==> config.mk <==
export PLATFORM = sky130hd
export DESIGN_NAME = tcp_sched_flag_table
export DESIGN_NICKNAME = d
export VERILOG_FILES = /design/src/rtl/tcp_pkg.sv /design/src/rtl/tcp_misc_pkg.sv /design/src/rtl/tcp_sched_flag_update.sv /design/src/rtl/tcp_sched_flag_table.sv
export SDC_FILE = /design/constraint.sdc
export NUM_CORES = 2
export LEC_CHECK = 0
export ABC_CLOCK_PERIOD_IN_PS = 4500
export BUFFER_PORTS_ARGS = -buffer_cell sky130_fd_sc_hd__buf_4
export CAP_MARGIN = 20
export CORE_MARGIN = 4
export CORE_UTILIZATION = 40
export CTS_CLUSTER_DIAMETER = 30
export CTS_CLUSTER_SIZE = 24
export DETAILED_ROUTE_END_ITERATION = 8
export GPL_ROUTABILITY_DRIVEN = 0
export HOLD_SLACK_MARGIN = 0.15
export SETUP_SLACK_MARGIN = 0.05
export SYNTH_ARGS = -nofsm -noshare
export SYNTH_HDL_FRONTEND = slang
export SYNTH_HIERARCHICAL = 1
export SYNTH_SLANG_ARGS = --single-unit
==> constraint.sdc <==
create_clock -name clk -period 4.5 [get_ports clk]
set_clock_uncertainty 0.1 [all_clocks]
set_input_delay 0.9 -clock clk [delete_from_list [all_inputs] [get_ports clk]]
set_output_delay 0.9 -clock clk [all_outputs]
set_load 0.02 [all_outputs]
==> src/rtl/tcp_pkg.sv <==
// Shared TCP engine widths.
package tcp_pkg;

  localparam int TIMESTAMP_W = 32;
  localparam int FLOWID_W    = 8;

endpackage

==> src/rtl/tcp_misc_pkg.sv <==
// Slow-path scheduler types: flag commands, per-flow entries and snapshots.
package tcp_misc_pkg;
  import tcp_pkg::*;

  // Per-flag command; encoding 2'b11 is unused and treated as no change.
  typedef enum logic [1:0] {
    SCHED_NOP   = 2'b00,
    SCHED_SET   = 2'b01,
    SCHED_CLEAR = 2'b10
  } sched_cmd_e;

  typedef struct packed {
    sched_cmd_e             cmd;
    logic [TIMESTAMP_W-1:0] timestamp;
  } sched_flag_cmd_struct;

  typedef struct packed {
    logic                   flag;
    logic [TIMESTAMP_W-1:0] timestamp;
  } sched_flag_data_struct;

  typedef struct packed {
    logic [FLOWID_W-1:0]  flowid;
    sched_flag_cmd_struct rt;
    sched_flag_cmd_struct ack_pend;
    sched_flag_cmd_struct data_pend;
  } sched_cmd_struct;

  typedef struct packed {
    logic [FLOWID_W-1:0]   flowid;
    sched_flag_data_struct rt;
    sched_flag_data_struct ack_pend;
    sched_flag_data_struct data_pend;
  } sched_data_struct;

  // One table entry: the snapshot without its flowid.
  typedef struct packed {
    sched_flag_data_struct rt;
    sched_flag_data_struct ack_pend;
    sched_flag_data_struct data_pend;
  } sched_entry_struct;

  typedef enum logic {
    SCAN   = 1'b0,
    OUTPUT = 1'b1
  } sched_fsm_e;

  localparam int SCHED_CMD_STRUCT_W  = $bits(sched_cmd_struct);
  localparam int SCHED_DATA_STRUCT_W = $bits(sched_data_struct);

  // An entry has pending work when any of its three flags is set.
  function automatic logic entry_has_work(input sched_entry_struct e);
    return e.rt.flag | e.ack_pend.flag | e.data_pend.flag;
  endfunction

endpackage

==> src/rtl/tcp_sched_flag_update.sv <==
// Applies one flag command to one flag/timestamp pair (purely combinational).
module tcp_sched_flag_update
  import tcp_misc_pkg::*;
(
  input  sched_flag_cmd_struct  cmd,
  input  sched_flag_data_struct cur,
  output sched_flag_data_struct nxt
);

  // SET overwrites the timestamp, CLEAR keeps it, anything else holds.
  always_comb begin
    nxt = cur;
    case (cmd.cmd)
      SCHED_SET: begin
        nxt.flag      = 1'b1;
        nxt.timestamp = cmd.timestamp;
      end
      SCHED_CLEAR: nxt.flag = 1'b0;
      default:     nxt = cur;
    endcase
  end

endmodule

==> src/rtl/tcp_sched_flag_table.sv <==
// Per-flow pending-work table with a round-robin scanner that hands one
// flow snapshot at a time to the TX assembly engine.
//
// Handshakes: a transfer happens on a rising clk edge where both valid and
// ready are high. sched_out_val, once raised, stays high with
// sched_out_data unchanged until that transfer; it never depends on
// sched_out_rdy. sched_cmd_rdy is high whenever out of reset.
module tcp_sched_flag_table
  import tcp_pkg::*;
  import tcp_misc_pkg::*;
#(
  parameter int NUM_FLOWS = 16,
  parameter int PTR_W     = $clog2(NUM_FLOWS)
) (
  input  logic                           clk,
  input  logic                           rst_n,
  input  logic                           sched_cmd_val,
  input  logic [SCHED_CMD_STRUCT_W-1:0]  sched_cmd_data,
  output logic                           sched_cmd_rdy,
  output logic                           sched_out_val,
  output logic [SCHED_DATA_STRUCT_W-1:0] sched_out_data,
  input  logic                           sched_out_rdy,
  output logic                           sched_empty
);

  localparam logic [PTR_W-1:0]  PTR_LAST    = PTR_W'(NUM_FLOWS - 1);
  localparam logic [FLOWID_W:0] FLOW_LIMIT  = (FLOWID_W + 1)'(NUM_FLOWS);

  sched_entry_struct     table_q [NUM_FLOWS];
  sched_entry_struct     table_d [NUM_FLOWS];
  sched_cmd_struct       cmd;
  sched_entry_struct     cur_entry;
  sched_entry_struct     scan_entry;
  sched_flag_data_struct rt_nxt, ack_nxt, data_nxt;
  sched_data_struct      out_q;
  sched_fsm_e            state_q, state_d;
  logic [PTR_W-1:0]      ptr_q, ptr_d, ptr_next;
  logic [PTR_W-1:0]      cmd_idx;
  logic                  cmd_rdy_q;
  logic                  cmd_fire;
  logic                  cmd_in_range;
  logic                  capture;
  logic                  empty_q, empty_d;

  assign cmd           = sched_cmd_struct'(sched_cmd_data);
  assign cmd_fire      = sched_cmd_val & cmd_rdy_q;
  assign cmd_in_range  = ({1'b0, cmd.flowid} < FLOW_LIMIT);
  assign cmd_idx       = cmd.flowid[PTR_W-1:0];
  assign cur_entry     = table_q[cmd_idx];
  assign scan_entry    = table_q[ptr_q];
  assign ptr_next      = (ptr_q == PTR_LAST) ? '0 : ptr_q + 1'b1;

  assign sched_cmd_rdy  = cmd_rdy_q;
  assign sched_out_val  = (state_q == OUTPUT);
  assign sched_out_data = out_q;
  assign sched_empty    = empty_q;

  tcp_sched_flag_update u_upd_rt (
    .cmd (cmd.rt),
    .cur (cur_entry.rt),
    .nxt (rt_nxt)
  );

  tcp_sched_flag_update u_upd_ack (
    .cmd (cmd.ack_pend),
    .cur (cur_entry.ack_pend),
    .nxt (ack_nxt)
  );

  tcp_sched_flag_update u_upd_data (
    .cmd (cmd.data_pend),
    .cur (cur_entry.data_pend),
    .nxt (data_nxt)
  );

  // Next table: accepted, in-range commands rewrite the addressed entry.
  always_comb begin
    table_d = table_q;
    if (cmd_fire && cmd_in_range) begin
      table_d[cmd_idx].rt        = rt_nxt;
      table_d[cmd_idx].ack_pend  = ack_nxt;
      table_d[cmd_idx].data_pend = data_nxt;
    end
  end

  // Emptiness of the post-update table, registered alongside it.
  always_comb begin
    empty_d = 1'b1;
    for (int i = 0; i < NUM_FLOWS; i++) begin
      if (entry_has_work(table_d[i])) empty_d = 1'b0;
    end
  end

  // Table storage, command-ready and empty flag.
  always_ff @(posedge clk or negedge rst_n) begin
    if (!rst_n) begin
      for (int i = 0; i < NUM_FLOWS; i++) table_q[i] <= '0;
      cmd_rdy_q <= 1'b0;
      empty_q   <= 1'b1;
    end else begin
      table_q   <= table_d;
      cmd_rdy_q <= 1'b1;
      empty_q   <= empty_d;
    end
  end

  // Scanner next state: SCAN looks at the registered entry under the
  // pointer (a same-cycle command is not visible yet), OUTPUT holds until
  // the consumer takes the snapshot.
  always_comb begin
    state_d = state_q;
    ptr_d   = ptr_q;
    capture = 1'b0;
    case (state_q)
      SCAN: begin
        if (entry_has_work(scan_entry)) begin
          capture = 1'b1;
          state_d = OUTPUT;
        end else begin
          ptr_d = ptr_next;
        end
      end
      OUTPUT: begin
        if (sched_out_rdy) begin
          ptr_d   = ptr_next;
          state_d = SCAN;
        end
      end
      default: state_d = SCAN;
    endcase
  end

  // Scanner state, pointer and held snapshot.
  always_ff @(posedge clk or negedge rst_n) begin
    if (!rst_n) begin
      state_q <= SCAN;
      ptr_q   <= '0;
      out_q   <= '0;
    end else begin
      state_q <= state_d;
      ptr_q   <= ptr_d;
      if (capture) begin
        out_q.flowid    <= FLOWID_W'(ptr_q);
        out_q.rt        <= scan_entry.rt;
        out_q.ack_pend  <= scan_entry.ack_pend;
        out_q.data_pend <= scan_entry.data_pend;
      end
    end
  end

endmodule

======== Yosys cells after proc, flatten, opt, wreduce, memory -nomap -nowiden ========
Cells that the tools add are included.
storage, ports and cells
  output and inout port bits .............. 110
  bits in read-only memories .............. 0
  memories kept ........................... 0
  bits of input ports ..................... 114
  bits in latches ......................... 0
  memory bits (writable) .................. 0
  word-level logic and storage cells ...... 208
  bits in registers ....................... 1694
operators by class
  multipliers ............................. 0
  equality and inequality tests ........... 9
  reductions and logical operators ........ 3
  muxes and demuxes ....................... 46
  $lt $le $gt $ge ......................... 4
  shift operators ......................... 0
  div/mod/pow operators ................... 0
  bitwise gates (word level) .............. 38
  add/subtract/negate cells ............... 1
operators by type and width
  kind                                                                          number
  1584-bit bitwise mux                                                          3
  1584-bit 2-to-1 mux                                                           1
  99-bit demux with 4-bit select                                                3
  99-bit binary-select mux with 4-bit select                                    2
  99-bit 2-to-1 mux                                                             5
  32-bit 2-to-1 mux                                                             3
  66-bit 2-to-1 mux                                                             1
  1-bit OR                                                                      34
  33-bit 2-to-1 mux                                                             1
  1-bit 2-to-1 mux                                                              19
  4-bit 2-to-1 mux                                                              3
  5-bit >= comparator, second input constant                                    2
  4-bit inverter with 5-bit output                                              2
  8-bit by 5-bit less-than comparator with 1-bit output, second input constant  1
  1-bit case mux with 2 select lines                                            4
  4-bit case mux with 2 select lines                                            1
  2-bit by 1-bit == test with 1-bit output, second input constant               3
  2-bit == test, second input constant                                          3
  5-bit by 1-bit less-than comparator with 1-bit output, second input constant  1
  4-bit by 1-bit adder with 4-bit output, second input constant                 1
  4-bit == test, second input constant                                          1
  2-bit != test, second input constant                                          2
  1-bit logical AND                                                             2
  2-bit AND reduction                                                           1
  other kinds (2)                                                               2

======== Logic depth before layout (Yosys ltp) ========
  word-level depth ........................ 27
  gate-level depth with buffers ........... 11
  gate-level depth less buffers ........... 7

======== By module ========
Netlist, hierarchy kept.
modules (own cells, without submodules)
  module                 cells an instance  sequential area each (um^2)  area an instance (um^2)  instances
  tcp_sched_flag_table   5043               42391.9                      86275.2                  1
  tcp_sched_flag_update  39                 0.0                          568.0                    3

======== Worst setup path after synthesis ========
No wires, ideal clock.
  kind .................................... input -> register
  start ................................... in sched_cmd_data[102]
  end ..................................... reg empty_q (netlist: sched_empty)
  buffers on the path ..................... 4
  library setup time ...................... 0.082 ns
  data required time ...................... 4.318 ns
  cell stages on the path ................. 11
  slack ................................... 0.164 ns
  arrival time ............................ 4.154 ns
  cells stage by stage .................... buf_2 -> clkbuf_1 -> buf_1 -> mux4_2 -> mux4_2 -> mux2_2 -> clkbuf_1 -> mux2_2 -> nor4_1 -> nand4_1 -> nor3_1
RTL lines
  item                  RTL line                     RTL
  start, declared       tcp_sched_flag_table.sv:18   input logic [SCHED_CMD_STRUCT_W-1:0] sched_cmd_data,
  end signal, assigned  tcp_sched_flag_table.sv:103  empty_q <= empty_d;
  end, declared         tcp_sched_flag_table.sv:43   logic empty_q, empty_d;

======== Worst setup path in the final report ========
  start ................................... reg ptr_q[1]
  end ..................................... reg out_q, in the netlist sched_out_data[8]
on the way
  cells in the longest elaborated chain, start to end .. 8
ends and longest elaborated chain
  item                                                      RTL line                     RTL
  start, declared                                           tcp_sched_flag_table.sv:37   logic [PTR_W-1:0] ptr_q, ptr_d, ptr_next;
  start signal, assigned                                    tcp_sched_flag_table.sv:141  ptr_q <= ptr_d;
  4-bit inverter with 5-bit output (implied by the code) *  tcp_sched_flag_table.sv:50   assign scan_entry = table_q[ptr_q];
  99-bit binary-select mux with 4-bit select *              tcp_sched_flag_table.sv:50
  99-bit 2-to-1 mux (implied by the code) * (2 in a row)    tcp_sched_flag_table.sv:50
  1-bit OR (2 in a row)                                     tcp_misc_pkg.sv:53           return e.rt.flag | e.ack_pend.flag | e.data_pend.flag;
  1-bit 2-to-1 mux                                          tcp_sched_flag_table.sv:116  if (entry_has_work(scan_entry)) begin
  1-bit 2-to-1 mux                                          tcp_sched_flag_table.sv:114  case (state_q)
  end, declared                                             tcp_sched_flag_table.sv:35   sched_data_struct out_q;
Mark *: on every way between the ends. The rest lies on a longest branch, timed or not. The select of a mux whose other input is x is not followed.
A chain may end at the register's enable or synchronous reset.

==> metrics.md <==
| Metric | Value |
|---|---|
| CTS Sinks | `1,694` |
| Die Area | `about 0.23 sq mm` |
| Count leader, synth | `dfrtp_1` |
| Drt total wl | `252,000 um` |
| Vias | `52,000` |
| Post-route insts no fill | `approximately 8,700` |
| Reg-to-reg endpoint | `sched_out_data[8]` |
| Total count of hold-check failures in the final report | `0` |
| Largest net degree at the start of global routing | `150` |
| Hold Slack | `0.376 ns` |
| GRT Resource Usage Total | `22.1%` |
| Sequential Power Share | `between 20 and 30%` |
| Share of the synthesized area in the top cell type | `between 40% and 50%` |
| Mean post-synth cell area | `17.1 sq um` |
| Initial core utilization | `between 40 and 50%` |
| Reg-to-reg slack, setup | `a little over 0.9 ns` |
| Clock group share of total power | `56.1%` |
| Critical path peak fanout | `50` |
| Minimum clock period | `approximately 3.6 ns` |
| Max Buffers Root-to-Sink | `4` |
| DR vias/cell | `6.01` |
| Total Neg Setup Slack | `0 ns` |
| Root Driver | `clkbuf_16` |
| Footprint of the multi-input gates | `roughly 0.043 sq mm` |
| Max Slew Vio Count | `0` |
| Logic pwr share | `15.3%` |
| CP endpoint kind | `flip-flop` |
| DR pass1 iterations | `5` |
| Post_cts resized | `0` |
| # port buffers | `219` |
| Final setup viols | `0` |
| Internal power | `about 0.04 W` |
| Worst path arrival time | `roughly 4.3 ns` |
| Hold Crit Depth | `3` |
| Io pins | `224` |
| Max cap viols | `0` |
| Post-synthesis sequential area ratio | `48.2%` |
| Leakage Power | `just over 50 nW` |
| Vias in the first global route | `57,100` |
| Reg clk slew, reported paths | `0.04 ns` |
| Gate Count Post-Synth | `5,160` |
| Post-synthesis cell area | `0.0880 sq mm` |
| DPL Wire Length | `136,000 um` |
| Switching Share | `26.8%` |
| Synth Flop Type | `dfrtp_1` |
| Ys async rst share | `100%` |
| RSZ-0062 raised after global routing | `false` |
| Grt total ovfl | `0` |
| Initial antenna violation count | `7` |
| Tightest Pin Transition | `0.980 ns` |
| Layout area overhead | `22.7%` |
| Yosys warns | `6` |
| Number of synthesized flops with an enable pin | `0` |
| HP Start | `sched_cmd_data[45]` |
| Iteration-0 DRC Markers | `3,550` |
| Worst hold-check path type | `input pin to flip-flop` |
| Synth cell types | `45` |
| Die W | `477 um` |
| Routed Antenna Nets | `0` |
| Wire length per cell | `29.1 um` |
| Worst slew margin | `34.7%` |
| Status | `finished clean` |
| Area of the core | `0.218 sq mm` |
| Row count | `~170` |
| H-Tree Depth | `5` |
| Switching power total | `0.0151 W` |
| CTS Buf Count | `431` |
| Peak VDD IR | `approximately 0.0006 V` |
| # nets final | `5,567` |
| Crit path launch type | `flip-flop` |
| Cells after DPL | `7,869` |
| First-pass GRT wire length | `380,000 um` |
| Area leader, netlist | `dfrtp_1` |
| Worst EP required | `5.18 ns` |
| Tcrit/Tclk final | `79.8%` |
| Clock Latency Late Sink | `0.95 ns` |
| Seq. cell area | `0.0424 sq mm` |
| Crit Path Class | `flip-flop to flip-flop` |
| Power density cells | `521 mW/mm^2` |
| Die height | `roughly 480 um` |
| Yosys reg bits | `1,694` |
| Filler instances | `between 15,000 and 20,000` |
| Synth area leaders | `dfrtp_1, mux4_2, mux2_2` |
| Worst reg2reg path depth | `7` |
| Fraction of layout cells with a size suffix above 1 | `65.4%` |
| DRC violations left | `0` |
| CTS tree | `done` |
| Crit Reg-Reg Startpoint | `ptr_q[1]` |
| Top cells by count, synth | `dfrtp_1, mux2_2, mux4_2` |
| Fmax | `0.278 GHz` |
-- power by group through the flow --
stage	clock network, W	logic (W)	registers (W)
3_5_place_dp	0	0.00885	0.0163
2_1_floorplan	0	0.00569	0.0161
5_1_grt	0.0330	0.00917	0.0161
6_report	0.0316	0.00861	0.0161
4_1_cts	0.0321	0.00885	0.0161
3_3_place_gp	0	0.00883	0.0163
-- per-layer routing --
metal  share of wire (%)  GRT usage [%]  up-vias
li1                    -              -    21200
met1                  43           29.8    28800
met2                  50           36.5     1470
met3                 4.6           3.58      496
met4                 3.1           7.64        6
met5               0.016              0        -
-- critical path, stage by stage, from the launching register on --
cell and delay (ns):
dfrtp_4 0.91, and2_1 0.53, a221oi_1 0.20, a22oi_1 0.42, a41oi_2 0.28, nor2_4 0.21, buf_12 0.34, mux2_2 0.38
-- area by class of cell --
class,instances,share of cell area (%)
Timing Repair Buffer,375,3.24
Multi-Input combinational cell,2941,40.3
Sequential cell,1694,39.3
Inverter,6,0.0278
Clock buffer,552,11.2
Antenna cell,1,0.00232
Clock inverter,230,2.71
Tap cell,2854,3.31
-- worst max-delay path by stage --
stage | from | to
after floorplan | sched_cmd_data[102] | sched_empty
after global placement | sched_cmd_data[102] | sched_empty
after detailed placement | sched_cmd_data[102] | flip-flop
after CTS | ptr_q[1] | sched_out_data[11]
after global routing | ptr_q[1] | sched_out_data[8]
final | ptr_q[1] | sched_out_data[8]
-- per-stage QoR --
step | cell area [sq um] | total power, W | setup slack [ns] | utilization [%]
2_1_floorplan | 88000 | 0.0218 | 0.164 | -
3_3_place_gp | 93000 | 0.0251 | 0.474 | 42.6
3_5_place_dp | 93000 | 0.0251 | 0.530 | 42.6
4_1_cts | 108000 | 0.0570 | 0.869 | 49.5
5_1_grt | 108000 | 0.0582 | 0.819 | 49.5
6_report | 108000 | 0.0562 | 0.908 | 49.5
-- placed cells by master, fill, tap and decap left out, drive strengths merged, types with 6 or more instances in the layout --
master	n
o221ai	19
dfrtp	1693
mux2i	50
clkbuf	552
nor4	14
mux2	1787
a21oi	20
nand4	7
clkinvlp	46
mux4	943
clkinv	100
nand2	6
o21ai	21
nand3	14
o22ai	19
buf	374
bufinv	61
inv	29
-- cell families after synthesis --
| kind of cell | share of synthesized area (%) |
|---|---|
| AO/OA/AOI/OAI | 0.708 |
| XOR/XNOR | 0.00996 |
| adder cells (fa/ha/maj) | 0.0569 |
| buffers and inverters | 2.67 |
| flip-flops | 48.2 |
| multiplexers | 48.0 |
| other | 0.00854 |
| AND/OR/NAND/NOR | 0.411 |
-- timing repair --
action / CTS / global route
setup buffers: 0 / 0
hold buffers: 1 / 0
hold endpoints to repair: 89 / 0
Note: power is estimated with default switching activity, not from simulation.
